## src/rtl/perif_hs_pkg.sv

```systemverilog
// Shared types and width helpers for the Perif send/ack initiator.
package perif_hs_pkg;

  typedef enum logic [1:0] {
    IDLE = 2'b00,
    REQ  = 2'b01,
    REL  = 2'b10
  } state_e;

  localparam int DEF_DATA_W     = 8;
  localparam int DEF_FIFO_DEPTH = 4;
  localparam int DEF_TIMEOUT    = 16;

  // Read/write pointer width for a power-of-two FIFO.
  function automatic int ptr_w(input int depth);
    return (depth > 2) ? $clog2(depth) : 1;
  endfunction

  // Occupancy counter width; must represent 0..depth inclusive.
  function automatic int occ_w(input int depth);
    return $clog2(depth + 1);
  endfunction

  // Timeout counter width; counts 0..timeout-1.
  function automatic int tmo_w(input int timeout);
    return (timeout > 2) ? $clog2(timeout) : 1;
  endfunction

endpackage

```

## src/rtl/perif_initiator_if.sv

```systemverilog
// Local-write and send/ack handshake signals of the Perif initiator.
interface perif_initiator_if
  import perif_hs_pkg::*;
#(
  parameter int DATA_W = DEF_DATA_W
);
  logic [DATA_W-1:0] wr_data;
  logic              wr_valid;
  logic              wr_ready;
  logic              send;
  logic [DATA_W-1:0] data_out;
  logic              ack;
  logic              busy;
  logic              done;
  logic              timeout_err;

  // Initiator side: accepts words, drives the request, receives ack.
  modport master (
    input  wr_data, wr_valid, ack,
    output wr_ready, send, data_out, busy, done, timeout_err
  );

  // Environment side: local writer plus responder.
  modport slave (
    output wr_data, wr_valid, ack,
    input  wr_ready, send, data_out, busy, done, timeout_err
  );
endinterface

```

## src/rtl/perif_hs_fifo.sv

```systemverilog
// Small synchronous FIFO buffering outgoing words; head is always visible.
module perif_hs_fifo
  import perif_hs_pkg::*;
#(
  parameter int DATA_W     = DEF_DATA_W,
  parameter int FIFO_DEPTH = DEF_FIFO_DEPTH
) (
  input  logic              clk,
  input  logic              rst,
  input  logic              push,
  input  logic [DATA_W-1:0] push_data,
  input  logic              pop,
  output logic [DATA_W-1:0] head,
  output logic              full,
  output logic              empty,
  output logic              wr_ready
);
  localparam int PW = ptr_w(FIFO_DEPTH);
  localparam int OW = occ_w(FIFO_DEPTH);
  localparam logic [OW-1:0] OCC_FULL = OW'(FIFO_DEPTH);

  logic [DATA_W-1:0] mem [FIFO_DEPTH];
  logic [PW-1:0]     wr_ptr;
  logic [PW-1:0]     rd_ptr;
  logic [OW-1:0]     occ;
  logic [OW-1:0]     occ_next;
  logic              push_ok;
  logic              pop_ok;

  assign full    = (occ == OCC_FULL);
  assign empty   = (occ == '0);
  assign push_ok = push & ~full;
  assign pop_ok  = pop & ~empty;
  assign head    = mem[rd_ptr];

  // Occupancy after this cycle's push/pop; simultaneous push and pop cancel.
  always_comb begin
    occ_next = occ;
    if (push_ok && !pop_ok) begin
      occ_next = occ + OW'(1);
    end else if (!push_ok && pop_ok) begin
      occ_next = occ - OW'(1);
    end
  end

  // Storage array: data only, never reset.
  always_ff @(posedge clk) begin
    if (push_ok) begin
      mem[wr_ptr] <= push_data;
    end
  end

  // Pointers, occupancy and the registered not-full flag; reset flushes.
  always_ff @(posedge clk) begin
    if (rst) begin
      wr_ptr   <= '0;
      rd_ptr   <= '0;
      occ      <= '0;
      wr_ready <= 1'b1;
    end else begin
      if (push_ok) begin
        wr_ptr <= wr_ptr + PW'(1);
      end
      if (pop_ok) begin
        rd_ptr <= rd_ptr + PW'(1);
      end
      occ      <= occ_next;
      wr_ready <= (occ_next != OCC_FULL);
    end
  end

endmodule

```

## src/rtl/perif_initiator.sv

```systemverilog
// Initiator end of the Perif four-phase send/ack handshake with word FIFO
// and per-word timeout.
module perif_initiator
  import perif_hs_pkg::*;
#(
  parameter int DATA_W     = DEF_DATA_W,
  parameter int FIFO_DEPTH = DEF_FIFO_DEPTH,
  parameter int TIMEOUT    = DEF_TIMEOUT
) (
  input  logic             clk,
  input  logic             rst,
  perif_initiator_if.master bus
);
  localparam logic [1:0] ST_IDLE = IDLE;
  localparam logic [1:0] ST_REQ  = REQ;
  localparam logic [1:0] ST_REL  = REL;

  localparam int CW = tmo_w(TIMEOUT);
  localparam logic [CW-1:0] CNT_LAST = CW'(TIMEOUT - 1);

  logic [1:0]        state;
  logic [CW-1:0]     cnt;
  logic              send_r;
  logic [DATA_W-1:0] dout_r;
  logic              done_r;
  logic              terr_r;

  logic [DATA_W-1:0] head;
  logic              fifo_full;
  logic              fifo_empty;
  logic              fifo_rdy;
  logic              push;
  logic              pop;
  logic              req_ack;
  logic              req_tmo;
  logic              load;

  // Word buffer between local logic and the handshake engine.
  perif_hs_fifo #(
    .DATA_W     (DATA_W),
    .FIFO_DEPTH (FIFO_DEPTH)
  ) u_fifo (
    .clk       (clk),
    .rst       (rst),
    .push      (push),
    .push_data (bus.wr_data),
    .pop       (pop),
    .head      (head),
    .full      (fifo_full),
    .empty     (fifo_empty),
    .wr_ready  (fifo_rdy)
  );

  // A push is taken only against the registered ready flag.
  assign push = bus.wr_valid & fifo_rdy;

  // The head leaves the FIFO only when the request phase ends (ack or timeout).
  assign req_ack = (state == ST_REQ) & bus.ack;
  assign req_tmo = (state == ST_REQ) & ~bus.ack & (cnt == CNT_LAST);
  assign pop     = req_ack | req_tmo;

  // New request starts from IDLE or REL once the responder has released ack.
  assign load = ~fifo_empty & ~bus.ack & ((state == ST_IDLE) | (state == ST_REL));

  assign bus.wr_ready    = fifo_rdy;
  assign bus.send        = send_r;
  assign bus.data_out    = dout_r;
  assign bus.done        = done_r;
  assign bus.timeout_err = terr_r;
  assign bus.busy        = ~fifo_empty | (state != ST_IDLE);

  // Handshake FSM, timeout counter and registered outputs.
  always_ff @(posedge clk) begin
    if (rst) begin
      state  <= ST_IDLE;
      cnt    <= '0;
      send_r <= 1'b0;
      dout_r <= '0;
      done_r <= 1'b0;
      terr_r <= 1'b0;
    end else begin
      done_r <= 1'b0;
      terr_r <= 1'b0;
      case (state)
        ST_IDLE: begin
          if (load) begin
            state  <= ST_REQ;
            send_r <= 1'b1;
            dout_r <= head;
            cnt    <= '0;
          end
        end
        ST_REQ: begin
          if (req_ack) begin
            state  <= ST_REL;
            send_r <= 1'b0;
            done_r <= 1'b1;
          end else if (req_tmo) begin
            state  <= ST_REL;
            send_r <= 1'b0;
            terr_r <= 1'b1;
          end else begin
            cnt <= cnt + CW'(1);
          end
        end
        ST_REL: begin
          // Wait for ack low; no timeout while the responder lingers here.
          if (!bus.ack) begin
            if (load) begin
              state  <= ST_REQ;
              send_r <= 1'b1;
              dout_r <= head;
              cnt    <= '0;
            end else begin
              state <= ST_IDLE;
            end
          end
        end
        default: begin
          state  <= ST_IDLE;
          send_r <= 1'b0;
        end
      endcase
    end
  end

endmodule

```

## src/flat_wrapper.sv

```systemverilog
// flat-port wrapper written by rule: the top's interface ports become plain ports
module perif_initiator_flat import perif_hs_pkg::*;
#(
  parameter int DATA_W     = DEF_DATA_W,
  parameter int FIFO_DEPTH = DEF_FIFO_DEPTH,
  parameter int TIMEOUT    = DEF_TIMEOUT
)
  (clk, rst, bus_wr_data, bus_wr_valid, bus_ack, bus_wr_ready, bus_send, bus_data_out, bus_busy, bus_done, bus_timeout_err);
  perif_initiator_if #(.DATA_W(DATA_W)) bus_i ();
  input  logic clk;
  input  logic rst;
  input wire logic [$bits(bus_i.wr_data)-1:0] bus_wr_data;
  input wire logic [$bits(bus_i.wr_valid)-1:0] bus_wr_valid;
  input wire logic [$bits(bus_i.ack)-1:0] bus_ack;
  output wire logic [$bits(bus_i.wr_ready)-1:0] bus_wr_ready;
  output wire logic [$bits(bus_i.send)-1:0] bus_send;
  output wire logic [$bits(bus_i.data_out)-1:0] bus_data_out;
  output wire logic [$bits(bus_i.busy)-1:0] bus_busy;
  output wire logic [$bits(bus_i.done)-1:0] bus_done;
  output wire logic [$bits(bus_i.timeout_err)-1:0] bus_timeout_err;
  assign bus_i.wr_data = bus_wr_data;
  assign bus_i.wr_valid = bus_wr_valid;
  assign bus_i.ack = bus_ack;
  assign bus_wr_ready = bus_i.wr_ready;
  assign bus_send = bus_i.send;
  assign bus_data_out = bus_i.data_out;
  assign bus_busy = bus_i.busy;
  assign bus_done = bus_i.done;
  assign bus_timeout_err = bus_i.timeout_err;
  perif_initiator #(.DATA_W(DATA_W), .FIFO_DEPTH(FIFO_DEPTH), .TIMEOUT(TIMEOUT)) u_core (.clk(clk), .rst(rst), .bus(bus_i));
endmodule
```

## config.mk

```make
export PLATFORM = sky130hd
export DESIGN_NAME = perif_initiator_flat
export DESIGN_NICKNAME = d
export VERILOG_FILES = /design/src/rtl/perif_hs_pkg.sv /design/src/rtl/perif_initiator_if.sv /design/src/rtl/perif_hs_fifo.sv /design/src/rtl/perif_initiator.sv /design/src/flat_wrapper.sv
export SDC_FILE = /design/constraint.sdc
export NUM_CORES = 1
export LEC_CHECK = 0
export ABC_AREA = 1
export BUFFER_PORTS_ARGS = -buffer_cell sky130_fd_sc_hd__buf_2
export CAP_MARGIN = 20
export CORE_ASPECT_RATIO = 0.75
export CORE_MARGIN = 2
export CORE_UTILIZATION = 58
export DETAILED_ROUTE_END_ITERATION = 10
export PLACE_DENSITY = 0.77
export SYNTH_ARGS = -nofsm -noshare
export SYNTH_HDL_FRONTEND = slang
export SYNTH_HIERARCHICAL = 1
export SYNTH_SLANG_ARGS = --single-unit
```

## constraint.sdc

```tcl
create_clock -name clk -period 2.39 [get_ports clk]
set_clock_uncertainty 0.05 [all_clocks]
set_input_delay 0.3585 -clock clk [delete_from_list [all_inputs] [get_ports clk]]
set_output_delay 0.3585 -clock clk [all_outputs]
set_load 0.03 [all_outputs]
```

==> results_dict.tcl <==
set metrics [dict create \
    clk_latency_ns 0.33 \
    drive_above_1_share_pct 23.8 \
    final_common_cell "nor2_1" \
    fin_area_mm2 0.00286 \
    arrival_ns 1.85 \
    relSlewSlack_pct 57.0 \
    period_share_pct 81.2 \
    finalMaxSlewViolations 0 \
    dp_hpwl_um 3310 \
    die-area_mm2 0.00483 \
    diodes 0 \
    grt_pass1_vias 1595 \
    routedWlPerCell_um 14.6 \
    crit_path_start_kind "flop" \
    ir_drop_uv 825 \
    rsz0062_at_grt "false" \
    dp.cells 316 \
    cts_buffers 9 \
    syn-cell-area_mm2 0.00248 \
    powerDensity_mw_per_mm2 864 \
    clock.fmax_mhz 515 \
    htreeDepth 3 \
    drtIter0Drc 140 \
    hold_violations 0 \
    timing.final.crit_period_ns 1.94 \
    p_leak_nw 1.16 \
    drtAntennaViolNets 0 \
    cts_resized 0 \
    grt_pass1_wl_um 7900 \
    utilization_pct 70.2 \
    worst_pin_slew_ns 0.643 \
    critPathKind "flop to flop" \
    grt_overflow 0 \
    setup_viol_count_final 0 \
    dpl-instance-area_mm2 0.00266 \
    ioPinCount 25 \
    synth_cells 240 \
    cp_data_required_time_ns 2.30 \
    tns_ns 0 \
    portBuffers 24 \
    critPathMostFrequentCell "nand2_2" \
    critPathTopFamily "simple AND/OR/NAND/NOR gates" \
    pre_cts_ws_ns 0.469 \
    mostFrequentLayoutCells "nor2_1 (42), edfxtp_1 (32), o21ai_0 (27), dfxtp_1 (27), buf_2 (24)" \
    grt_usage_pct 23.3 \
    status "finished clean" \
    postSynthAreaPerCell_um2 10.4 \
    max_stage_delay_ns 0.54 \
    cts_root_buf "clkbuf_8" \
    ys_warn_count 6 \
    fin_cells 332 \
    path_max_fanout 11 \
    die_h_um 60.7 \
    whs_ns 0.200 \
    ctsHoldBuffers 0 \
    clkSinkCount 59 \
    critical_path_buf_inv_count 1 \
    drc 0 \
    crit_chain "inv_1, ha_1, nand2_2, nand2_2, nor2_1" \
    path_clk_slew_ns 0.07 \
    rows 20 \
    worstSetupEndpointType "flop" \
    core_area_mm2 0.00408 \
    routed_wl_um 4850 \
    gp_congestion 0.809 \
    syn_nets 260 \
    power_mw 2.47 \
    routed-via-count 1768 \
    vias_per_cell 5.33 \
    clockBufferDepth 2 \
    cap_violations 0 \
    dr.pass1.iters 4 \
    fin_ws_ns 0.449 \
    grt_max_degree 17 \
    fillers 324 \
    nets 292 \
    cts_tree "done" \
    postCtsSetupRepairBufs 0 \
    crit_slowest_cell "nor2_1" \
    syn2layout_area_growth_pct 15.2 \
    start_util_pct 60.9 \
    die_x_um 79.6 \
    min_path_type "input pin to flop" \
    antenna_found_initial 0 \
]
-- metal layers --
metal | share of wire [%] | GRT usage [%] | vias up | wire [um]
li1 | - | - | 879 | -
met2 | 45 | 33.7 | 61 | 2180
met3 | 8.0 | 8.93 | 12 | 387
met1 | 45 | 31.3 | 816 | 2190
met5 | 0 | 0 | - | 0
met4 | 2.0 | 11.1 | 0 | 98
-- path summary, 6_finish.rpt --
kind                                        from                             endpoint  slack [ns]  depth (start not counted)
max              u_core/u_fifo/occ[0]$_SDFF_PP0_    u_core/u_fifo/mem[0][4]$_DFFE_PP_        0.45                          5
min reg2reg  u_core/bus.data_out[6]$_SDFFE_PP0P_  u_core/bus.data_out[6]$_SDFFE_PP0P_        0.43                          2
min                               bus_wr_data[2]    u_core/u_fifo/mem[3][2]$_DFFE_PP_        0.20                          1
max reg2reg      u_core/u_fifo/occ[0]$_SDFF_PP0_    u_core/u_fifo/mem[0][4]$_DFFE_PP_        0.45                          5
-- power by group --
group | switching [mW] | internal (mW) | leakage, nW
clock | 0.366 | 0.579 | 0.110
sequential | 0.0373 | 1.14 | 0.514
combinational | 0.244 | 0.104 | 0.539
-- state kept, by name (all words and copies together), names as in the netlist, named ones only --
| name | flops |
|---|---|
| u_core/u_fifo/wr_ptr | 2 |
| u_core/bus.done | 1 |
| u_core/bus.timeout_err | 1 |
| u_core/u_fifo/occ | 3 |
| u_core/cnt | 4 |
| u_core/u_fifo/rd_ptr | 2 |
| u_core/bus.send | 1 |
| u_core/bus.data_out | 8 |
| u_core/u_fifo/wr_ready | 1 |
| u_core/state | 2 |
| u_core/u_fifo/mem | 32 |
-- cell type report --
type | count | area [um2] | area share, %
Clock buffer | 10 | 128 | 4.46
Clock inverter | 6 | 80.1 | 2.80
Multi-Input combinational cell | 150 | 850 | 29.7
Tap cell | 55 | 68.8 | 2.40
Sequential cell | 59 | 1500 | 52.4
Inverter | 26 | 100 | 3.50
Timing Repair Buffer | 26 | 135 | 4.72
No activity file was read; power rests on OpenSTA's default activity.
